### config.mk
export PLATFORM = sky130hd
export DESIGN_NAME = cgra_top
export DESIGN_NICKNAME = d
export VERILOG_FILES = /design/src/rtl/cgra_config_pkg.sv /design/src/rtl/cgra_instr_mem.sv /design/src/rtl/cgra_top.sv
export SDC_FILE = /design/constraint.sdc
export NUM_CORES = 2
export LEC_CHECK = 0
export CELL_PAD_IN_SITES_DETAIL_PLACEMENT = 1
export CELL_PAD_IN_SITES_GLOBAL_PLACEMENT = 1
export CORE_MARGIN = 3
export CORE_UTILIZATION = 48
export DETAILED_ROUTE_END_ITERATION = 8
export HOLD_SLACK_MARGIN = 0.1
export PLACE_DENSITY_LB_ADDON = 0.1
export RECOVER_POWER = 25
export SLEW_MARGIN = 5
export SYNTH_ARGS = -nofsm -noshare
export SYNTH_HDL_FRONTEND = slang
export SYNTH_MEMORY_MAX_BITS = 65536
export SYNTH_SLANG_ARGS = --single-unit
export TNS_END_PERCENT = 10
### constraint.sdc
create_clock -name clk_i -period 5.95 [get_ports clk_i]
set_input_delay 1.19 -clock clk_i [delete_from_list [all_inputs] [get_ports clk_i]]
set_output_delay 1.19 -clock clk_i [all_outputs]
set_load 0.05 [all_outputs]
### src/rtl/cgra_config_pkg.sv
// cgra_config_pkg: shared parameters, opcodes, register offsets, FSM states.
// Used by cgra_top and cgra_instr_mem.
package cgra_config_pkg;

  localparam int N_CORES          = 2;
  localparam int ID               = 2;
  localparam int INSTR_WIDTH      = 32;
  localparam int RC_INSTR_N_REG   = 32;
  localparam int KER_CONF_N_REG   = 16;
  localparam int WR_INSTR_ADD_LEN = 8;
  localparam int N_COLS           = 4;
  localparam int PC_W             = 5;

  typedef enum logic [3:0] {
    OP_NOP  = 4'd0,
    OP_LD   = 4'd1,
    OP_ADDI = 4'd2,
    OP_ST   = 4'd3,
    OP_EXIT = 4'd4
  } opcode_e;

  localparam logic [7:0] REG_KER_ID = 8'h00;
  localparam logic [7:0] REG_STATUS = 8'h04;
  localparam logic [7:0] REG_PTR0   = 8'h08;
  localparam logic [7:0] REG_PTR1   = 8'h0C;
  localparam logic [7:0] REG_PTR2   = 8'h10;
  localparam logic [7:0] REG_PTR3   = 8'h14;
  localparam logic [7:0] REG_PERF   = 8'h18;

  typedef enum logic [1:0] {
    IDLE  = 2'd0,
    FETCH = 2'd1,
    MEM   = 2'd2,
    DONE  = 2'd3
  } state_e;

  function automatic logic [31:0] apply_be(
    input logic [31:0] old_v,
    input logic [31:0] new_v,
    input logic [3:0]  be
  );
    logic [31:0] res;
    for (int b = 0; b < 4; b++) begin
      res[8*b +: 8] = be[b] ? new_v[8*b +: 8] : old_v[8*b +: 8];
    end
    return res;
  endfunction

endpackage

### src/rtl/cgra_instr_mem.sv
// cgra_instr_mem: per-column instruction store and kernel config table.
// Ports: clk_i, program write (we/waddr/wdata), pc_i -> instr_o, ker_id_i -> ker_conf_o.
module cgra_instr_mem
  import cgra_config_pkg::*;
(
  input  logic                                clk_i,
  input  logic                                we_i,
  input  logic [WR_INSTR_ADD_LEN-1:0]         waddr_i,
  input  logic [INSTR_WIDTH-1:0]              wdata_i,
  input  logic [PC_W-1:0]                     pc_i,
  output logic [N_COLS-1:0][INSTR_WIDTH-1:0]  instr_o,
  input  logic [3:0]                          ker_id_i,
  output logic [INSTR_WIDTH-1:0]              ker_conf_o
);

  logic [INSTR_WIDTH-1:0] instr_mem    [N_COLS][RC_INSTR_N_REG];
  logic [INSTR_WIDTH-1:0] ker_conf_mem [KER_CONF_N_REG];

  // No reset: contents survive rst_i.
  always_ff @(posedge clk_i) begin
    if (we_i) begin
      if (!waddr_i[7]) begin
        instr_mem[waddr_i[6:5]][waddr_i[4:0]] <= wdata_i;
      end else if (waddr_i[6:4] == 3'b000) begin
        ker_conf_mem[waddr_i[3:0]] <= wdata_i;
      end
    end
  end

  always_comb begin
    for (int c = 0; c < N_COLS; c++) begin
      instr_o[c] = instr_mem[c][pc_i];
    end
  end

  assign ker_conf_o = ker_conf_mem[ker_id_i];

endmodule

### src/rtl/cgra_top.sv
// cgra_top: 4-column lockstep CGRA; periph slave, one TCDM master per column.
// Optional macro CGRA_PERF_CNT_EN adds a busy-cycle counter at offset 0x18.
module cgra_top
  import cgra_config_pkg::*;
(
  input  logic                          clk_i,
  input  logic                          rst_i,
  input  logic                          periph_req_i,
  input  logic                          periph_enable_i,
  input  logic                          periph_wen_i,
  input  logic [31:0]                   periph_add_i,
  input  logic [31:0]                   periph_wdata_i,
  input  logic [3:0]                    periph_be_i,
  input  logic [ID-1:0]                 periph_id_i,
  output logic                          periph_gnt_o,
  output logic                          periph_r_valid_o,
  output logic [31:0]                   periph_rdata_o,
  output logic [ID-1:0]                 periph_r_id_o,
  output logic [N_COLS-1:0]             tcdm_req_o,
  output logic [N_COLS-1:0]             tcdm_wen_o,
  output logic [N_COLS-1:0][31:0]       tcdm_add_o,
  output logic [N_COLS-1:0][31:0]       tcdm_wdata_o,
  output logic [N_COLS-1:0][3:0]        tcdm_be_o,
  input  logic [N_COLS-1:0]             tcdm_gnt_i,
  input  logic [N_COLS-1:0]             tcdm_r_valid_i,
  input  logic [N_COLS-1:0][31:0]       tcdm_rdata_i,
  input  logic [WR_INSTR_ADD_LEN-1:0]   instr_waddr_i,
  input  logic [INSTR_WIDTH-1:0]        instr_wdata_i,
  input  logic                          instr_we_i,
  output logic [N_CORES-1:0]            evt_o
);

  state_e                         r_state;
  logic [PC_W-1:0]                r_pc;
  logic [PC_W-1:0]                r_end_pc;
  logic                           r_req_id;
  logic                           r_exit;
  logic [N_COLS-1:0][31:0]        r_acc;
  logic [N_COLS-1:0][31:0]        r_ptr;
  logic [N_COLS-1:0][31:0]        r_add;
  logic [N_COLS-1:0][31:0]        r_wdata;
  logic [N_COLS-1:0]              r_req;
  logic [N_COLS-1:0]              r_pend;
  logic [N_COLS-1:0]              r_wen;
  logic [N_CORES-1:0]             r_evt;
  logic                           r_rvalid;
  logic [31:0]                    r_rdata;
  logic [ID-1:0]                  r_rid;

  logic [N_COLS-1:0][INSTR_WIDTH-1:0] w_instr;
  logic [N_COLS-1:0][3:0]         w_op;
  logic [N_COLS-1:0][31:0]        w_sext;
  logic [INSTR_WIDTH-1:0]         w_conf;
  logic                           w_gnt;
  logic                           w_wr;
  logic                           w_busy;
  logic                           w_start;
  logic [7:0]                     w_off;
  logic [31:0]                    w_rd;
  logic                           w_unused;

  cgra_instr_mem cgra_instr_mem_i (
    .clk_i      (clk_i),
    .we_i       (instr_we_i),
    .waddr_i    (instr_waddr_i),
    .wdata_i    (instr_wdata_i),
    .pc_i       (r_pc),
    .instr_o    (w_instr),
    .ker_id_i   (periph_wdata_i[3:0]),
    .ker_conf_o (w_conf)
  );

  // Grant is forced low while reset is held.
  assign w_gnt   = periph_req_i & periph_enable_i & rst_i;
  assign w_wr    = w_gnt & ~periph_wen_i;
  assign w_off   = periph_add_i[7:0];
  assign w_busy  = (r_state != IDLE);
  assign w_start = w_wr && (w_off == REG_KER_ID) && periph_be_i[0]
                   && (periph_wdata_i[3:0] != 4'd0) && !w_busy;

  always_comb begin
    for (int c = 0; c < N_COLS; c++) begin
      w_op[c]   = w_instr[c][31:28];
      w_sext[c] = {{16{w_instr[c][15]}}, w_instr[c][15:0]};
    end
  end

  assign w_unused = ^{periph_add_i[31:8], w_conf[31:10], w_instr};

`ifdef CGRA_PERF_CNT_EN
  logic [31:0] r_perf;

  always_ff @(posedge clk_i or negedge rst_i) begin
    if (!rst_i) begin
      r_perf <= '0;
    end else if (w_start) begin
      r_perf <= '0;
    end else if (w_busy && (r_perf != 32'hFFFF_FFFF)) begin
      r_perf <= r_perf + 32'd1;
    end
  end
`endif

  always_comb begin
    w_rd = '0;
    case (w_off)
      REG_STATUS: w_rd = {31'd0, w_busy};
      REG_PTR0:   w_rd = r_ptr[0];
      REG_PTR1:   w_rd = r_ptr[1];
      REG_PTR2:   w_rd = r_ptr[2];
      REG_PTR3:   w_rd = r_ptr[3];
`ifdef CGRA_PERF_CNT_EN
      REG_PERF:   w_rd = r_perf;
`endif
      default:    w_rd = '0;
    endcase
  end

  always_ff @(posedge clk_i or negedge rst_i) begin
    if (!rst_i) begin
      r_state  <= IDLE;
      r_pc     <= '0;
      r_end_pc <= '0;
      r_req_id <= 1'b0;
      r_exit   <= 1'b0;
      r_acc    <= '0;
      r_ptr    <= '0;
      r_add    <= '0;
      r_wdata  <= '0;
      r_req    <= '0;
      r_pend   <= '0;
      r_wen    <= '0;
      r_evt    <= '0;
      r_rvalid <= 1'b0;
      r_rdata  <= '0;
      r_rid    <= '0;
    end else begin
      r_rvalid <= w_gnt;
      r_rdata  <= (w_gnt && periph_wen_i) ? w_rd : 32'd0;
      if (w_gnt) r_rid <= periph_id_i;
      r_evt <= '0;
      case (r_state)
        IDLE: begin
          for (int c = 0; c < N_COLS; c++) begin
            if (w_wr && (w_off == REG_PTR0 + 8'(4 * c))) begin
              r_ptr[c] <= apply_be(r_ptr[c], periph_wdata_i,
                                   periph_be_i);
            end
          end
          if (w_start) begin
            r_pc     <= w_conf[4:0];
            r_end_pc <= w_conf[9:5];
            r_req_id <= periph_id_i[0];
            r_exit   <= 1'b0;
            r_state  <= FETCH;
          end
        end
        FETCH: begin
          for (int c = 0; c < N_COLS; c++) begin
            case (w_op[c])
              OP_LD: begin
                r_req[c]  <= 1'b1;
                r_pend[c] <= 1'b1;
                r_wen[c]  <= 1'b1;
                r_add[c]  <= r_ptr[c];
              end
              OP_ST: begin
                r_req[c]   <= 1'b1;
                r_pend[c]  <= 1'b1;
                r_wen[c]   <= 1'b0;
                r_add[c]   <= r_ptr[c];
                r_wdata[c] <= r_acc[c];
              end
              OP_ADDI: r_acc[c] <= r_acc[c] + w_sext[c];
              OP_EXIT: r_exit <= 1'b1;
              default: ;
            endcase
          end
          r_state <= MEM;
        end
        MEM: begin
          for (int c = 0; c < N_COLS; c++) begin
            if (r_req[c] && tcdm_gnt_i[c]) r_req[c] <= 1'b0;
            if (r_pend[c] && tcdm_r_valid_i[c]) begin
              r_pend[c] <= 1'b0;
              r_ptr[c]  <= r_ptr[c] + 32'd4;
              if (r_wen[c]) r_acc[c] <= tcdm_rdata_i[c];
            end
          end
          // Step retires once no column has an op outstanding.
          if (r_pend == '0) begin
            if (r_exit || (r_pc >= r_end_pc)) begin
              r_state <= DONE;
            end else begin
              r_pc    <= r_pc + 5'd1;
              r_state <= FETCH;
            end
          end
        end
        DONE: begin
          r_evt[r_req_id] <= 1'b1;
          r_state         <= IDLE;
        end
        default: r_state <= IDLE;
      endcase
    end
  end

  always_comb begin
    for (int c = 0; c < N_COLS; c++) begin
      tcdm_be_o[c] = r_req[c] ? 4'hF : 4'h0;
    end
  end

  assign periph_gnt_o     = w_gnt;
  assign periph_r_valid_o = r_rvalid;
  assign periph_rdata_o   = r_rdata;
  assign periph_r_id_o    = r_rid;
  assign tcdm_req_o       = r_req;
  assign tcdm_wen_o       = r_wen;
  assign tcdm_add_o       = r_add;
  assign tcdm_wdata_o     = r_wdata;
  assign evt_o            = r_evt;

endmodule

Yosys cells after proc, flatten, opt, wreduce, memory -nomap -nowiden. Memory sizes are Yosys's and may differ from the RTL's. Index checks and enable logic that the tools add are counted.

Register bits: 575. Bits in latches: 0. Memory bits (writable): 4608. ROM bits: 0. Input port bits: 252. Logic and storage cells: 298. Memories: 2.

$add $sub $neg: 9. Multiply operators: 0. Divide/modulo/power cells: 0. Magnitude comparators: 6. Eq/ne operators: 56. Shift operators: 0. Mux-type cells: 88. Bitwise operators: 6. Reductions and logical operators: 82.

Memory list: cgra_instr_mem_i.instr_mem (depth 4, bits a word 1024, rd ports 4, clocked after memory_dff 0, wr ports 1, line cgra_instr_mem.sv:16) `logic [INSTR_WIDTH-1:0] instr_mem [N_COLS][RC_INSTR_N_REG];`; cgra_instr_mem_i.ker_conf_mem (depth 16, bits a word 32, rd ports 1, clocked after memory_dff 0, wr ports 1, line cgra_instr_mem.sv:17) `logic [INSTR_WIDTH-1:0] ker_conf_mem [KER_CONF_N_REG];`.

Operator list (count): two-way mux 1024 bit (1); two-way mux 32 bit (30); binary-select mux 32 bit (select 5 bit) (4); one-hot mux 128 bit (2 select lines) (2); demux 32 bit (select 5 bit) (1); one-hot mux 32 bit (5 select lines) (1); adder 32 x 3 -> 32 bit (second input constant) (4); adder 32 bit (4); AND reduction 4 bit (21); != test 2 bit (second input constant) (27); equality test 4 x 2 -> 1 bit (second input constant) (8); two-way mux 8 bit (4); AND reduction 2 bit (14); AND reduction 3 bit (9); two-way mux 1 bit (24); logical AND 1 bit (19); equality test 4 x 1 -> 1 bit (second input constant) (4); equality test 4 x 3 -> 1 bit (second input constant) (4); equality test 8 x 4 -> 1 bit (second input constant) (2); equality test 8 x 5 -> 1 bit (second input constant) (2); two-way mux 4 bit (4); one-hot mux 4 bit (2 select lines) (2); nonzero test 2 bit (8); two-way mux 5 bit (3); 27 further kinds (45).

Logic depth before layout (Yosys ltp).
Depth after elaboration: 10. Gate-level depth with buffers: 29. Depth with buffers taken out: 18.

Cells and area by module. Synthesis repeated with hierarchy kept, for this count alone.

Cells, all modules: 10605. Area total of the unflattened synthesis: 205213.1 µm².

Modules (own cells, without submodules): cgra_instr_mem (times used 1, cells each 7253, area an instance 172814.5 µm²); cgra_top (times used 1, cells each 3352, area an instance 32398.6 µm²).

Least setup slack after synthesis. OpenSTA, ideal clock, no wires.

Path type: reg-to-reg. Start point: register r_pc[1]. End point: register r_acc[92] in the netlist's numbering. Setup time: 0.125 ns. Data arrival time: 6.007 ns. Required time: 5.825 ns. Setup slack: -0.181 ns. Cell stages (with the launch flop): 27. Path buffers: 11. Clock period less this slack: 6.131 ns. Path through: dfrtp_1 -> buf_2 -> buf_4 -> buf_4 -> buf_4 -> buf_6 -> buf_4 -> buf_6 -> buf_4 -> buf_2 -> buf_1 -> mux4_2 -> mux4_2 -> mux2_2 -> ha_1 -> clkbuf_1 -> and3_1 -> a221o_1 -> a31oi_1 -> o31ai_1 -> o311a_1 -> o41ai_2 -> o311ai_1 -> a31oi_1 -> xor2_1 -> o21ai_0 -> mux2_2.

Longest elaborated chain between the ends: 7. Elaborated cells between the ends (all ways): 10. Those cells by class: add/sub: 1; eq/ne: 2; mux: 5; bitwise: 1; reduce/logical: 1.

Ends and longest elaborated chain: from (decl) (line cgra_top.sv:34) `logic [PC_W-1:0] r_pc;`; from (signal assigned) (line cgra_top.sv:151) `r_pc <= w_conf[4:0];`; from (signal assigned) (line cgra_top.sv:195) `r_pc <= r_pc + 5'd1;`; NOT 5 -> 6 bit (implied by the code) (*) (line cgra_instr_mem.sv:32) `instr_o[c] = instr_mem[c][pc_i];`; binary-select mux 32 bit (select 5 bit) (*) (line cgra_instr_mem.sv:32); two-way mux 32 bit (implied by the code) (*) (2 in series) (line cgra_instr_mem.sv:32); adder 32 bit or equality test 4 x 2 -> 1 bit (tied branches) (line cgra_top.sv:174, cgra_top.sv:160); two-way mux 32 bit or != test 2 x 1 -> 1 bit (tied branches); one-hot mux 128 bit (2 select lines) or AND reduction 4 bit (tied branches); to (signal, indexed assignment) (line cgra_top.sv:174) `OP_ADDI: r_acc[c] <= r_acc[c] + w_sext[c];`; to (signal, indexed assignment) (line cgra_top.sv:187) `if (r_wen[c]) r_acc[c] <= tcdm_rdata_i[c];`; to (decl) (line cgra_top.sv:38) `logic [N_COLS-1:0][31:0] r_acc;`.

Mark *: on every way between the ends. The rest lies on a longest branch, timed or not. The select of a mux whose other input is x is not followed. A chain may end at the register's enable or synchronous reset.

Final worst setup path.
Start point: register r_pc[0]. End point: register r_acc[122] in the netlist's numbering.

Same word-level chain as after synthesis.

==> flow_metrics.tcl <==
set metrics [dict create \
    relSlewSlack_pct -218 \
    yosysTopAreaCellShare_pct 60.0 \
    async_flop_share_pct 17.5 \
    die_x_um 539 \
    gp_routability_congestion 0.891 \
    reg2reg_to "r_acc[122]" \
    die_h_um 539 \
    utilization_pct 56.6 \
    min_period_over_period_pct 96.1 \
    cts_tree "done" \
    ant_nets 0 \
    holdBufCountCts 0 \
    finClkSkew_ns 0.0443 \
    syn2layout_area_growth_pct 16.7 \
    via_per_inst 6.18 \
    rrSetupSlack_ns 0.23 \
    synthCells 7578 \
    netlist_area_sq_um 136000 \
    crit_path_end "r_acc[122]" \
    cap_violations 28 \
    placed_area_sq_um 148000 \
    grt_max_degree 129 \
    io_buffers 533 \
    num-nets-final 8843 \
    synth_most_common_cell "edfxtp_1" \
    grt_overflow_total 0 \
    vias 77100 \
    dp_hpwl_um 266000 \
    final_max_slew_viol_count 1864 \
    seq_area_frac_synth_pct 70.5 \
    hold_slack_ns 0.191 \
    crit_type "reg -> reg" \
    violations "max-capacitance violations, max-slew violations" \
    synthesis.nets 7972 \
    crit_required_ns 6.72 \
    p_leak_nw 55.1 \
    ioPinCount 570 \
    grt_use_total_pct 28.1 \
    path_clk_slew_ns 0.06 \
    drt_first_iter_violations 7835 \
    rsz0062_at_grt "true" \
    numCtsBuffers 342 \
    ys_types 88 \
    end_kind "flip-flop" \
    cts_root_buf "clkbuf_16" \
    wl_per_cell_um 33.0 \
    report.final.hold_viol_count 0 \
    grt_pass1_vias 80000 \
    hp-class "in -> async" \
    synth_common_cells "edfxtp_1 (2,720), mux4_2 (795), dfrtp_1 (575), nand2_1 (466), nor2_1 (422)" \
    drive_above_1_share_pct 24.7 \
    tightest_slew_ns 4.77 \
    clockBufferDepth 4 \
    firstDrtPassIters 5 \
    worstPathMaxFanout 11 \
    synth-edff-count 2720 \
    crit_path_start_kind "flip-flop" \
    ff2ff_path_depth 20 \
    die_area_sq_um 290000 \
    crit_arrival_ns 6.48 \
    ir_worst_vdd_v 0.000315 \
    fin_area_sq_um 159000 \
    synthTopCellsByArea "edfxtp_1 (60%), mux4_2 (13%), dfrtp_1 (11%)" \
    wirelength_um 412000 \
    finalCriticalPeriod_ns 5.72 \
    synth_area_per_cell_sq_um 18.0 \
    yosysWarnings 0 \
    yosysTopAreaCell "edfxtp_1" \
    power.density_nw_per_um2 554 \
    start_util_pct 48.5 \
    run_status "complete, but fails checks" \
    ys.flop_type "edfxtp_1" \
    rows 194 \
    setup_viol 0 \
    coreArea_sq_um 281000 \
    fmax_ghz 0.175 \
    synth_seq_cells 3295 \
    htree_levels 5 \
    crit_start "r_pc[0]" \
    drc 0 \
    tns_ns 0 \
    antenna_found_initial 49 \
    rr_startpoint "r_pc[0]" \
    clock-sinks 3295 \
    grt_pass1_wl_um 593000 \
    clock_latency_ns 0.93 \
    fillers 25000 \
]
==> worst max-delay path, cell delays in order (launching register included) <==
cell and delay, ns:
dfrtp_4 0.51, buf_12 0.20, buf_4 0.27, mux4_2 0.54
mux4_2 0.47, mux2_2 0.33, ha_1 0.24, inv_1 0.08
fa_1 0.18, nor2b_1 0.06, o21a_1 0.19, o211ai_1 0.56
nand2_1 0.11, o21ai_1 0.31, o21ai_0 0.22, a21o_1 0.26
a311oi_1 0.29, buf_4 0.19, xor2_1 0.15, o21ai_0 0.09
mux2_1 0.31
==> what timing repair did <==
item / CTS / global route
endpoints found under the setup margin: 0 / 14
resized for setup: 0 / 17
endpoints found under the hold margin: 0 / 0
buffers inserted: 0 / 1
==> metal layers <==
metal	share of wire [%]	track usage, %	vias to the layer above
li1	-	-	32200
met4	2.3	6.17	40
met3	7.8	5.27	561
met1	41	39.6	41300
met5	0.067	0	-
met2	49	46.1	3103
==> metrics by stage <==
stage	total power [mW]	instances	setup WS, ns
2_1_floorplan	53.9	7578	0.00216
3_3_place_gp	66.2	11800	0.211
3_5_place_dp	67.2	11800	0.153
4_1_cts	88.4	12400	0.108
5_1_grt	92.5	12500	-0.00863
6_report	88.0	12500	0.233
==> area by class of cell <==
cell class / instances / area, sq um / area share, %
clock inverters: 193 / 1780 / 1.12
repair buffers: 917 / 8630 / 5.43
well taps: 3724 / 4660 / 2.93
inverters: 68 / 262 / 0.165
clock buffers: 429 / 9160 / 5.77
diodes: 23 / 57.6 / 0.0362
multi-input cells: 3825 / 38300 / 24.1
flip-flops and latches: 3295 / 96100 / 60.5
==> cells by family after synthesis <==
group	share of synthesized area, %
simple gates	4.29
xor+xnor	0.637
buf+inv	1.68
compound gates	4.57
mux	17.0
flops	70.5
fa+ha+maj	1.33
==> placed cells by master, fill, tap and decap left out, types with 294 or more instances in the layout <==
cell / instances
edfxtp_1: 2720
nor2_1: 294
a21oi_1: 326
dfrtp_1: 570
nand2_1: 459
clkbuf_16: 348
mux4_2: 795
clkdlybuf4s50_1: 508
buf_4: 329
mux2_2: 307
==> power by group <==
part | switching (mW) | internal [mW] | total (mW) | leakage [nW]
Sequential | 2.23 | 26.8 | 29.1 | 31.6
Clock | 9.14 | 11.9 | 21.1 | 5.36
Combinational | 22.1 | 15.8 | 37.9 | 18.1
==> state kept, by name (all words and copies together), names as in the netlist <==
name / count
r_exit: 1
r_pc: 5
tcdm_add_o: 128
r_end_pc: 5
r_pend: 4
evt_o: 2
tcdm_wen_o: 4
periph_r_valid_o: 1
cgra_instr_mem_i.instr_mem: 2560
r_state: 2
cgra_instr_mem_i.ker_conf_mem: 160
periph_rdata_o: 32
tcdm_req_o: 4
tcdm_wdata_o: 128
r_acc: 128
r_ptr: 128
r_req_id: 1
periph_r_id_o: 2
==> worst min-delay path by stage <==
stage	slack, ns	endpoint	cells after the start	startpoint
6_report	0.19	periph_rdata_o[3]	1	rst_i
5_1_grt	0.17	periph_rdata_o[3]	1	rst_i
4_1_cts	0.13	periph_rdata_o[3]	1	rst_i
3_5_place_dp	0.47	tcdm_add_o[20]	2	tcdm_add_o[20]
3_3_place_gp	0.46	tcdm_add_o[20]	2	tcdm_add_o[20]
2_1_floorplan	0.41	evt_o[0]	1	r_req_id
Note: power is estimated with default switching activity, not from simulation.
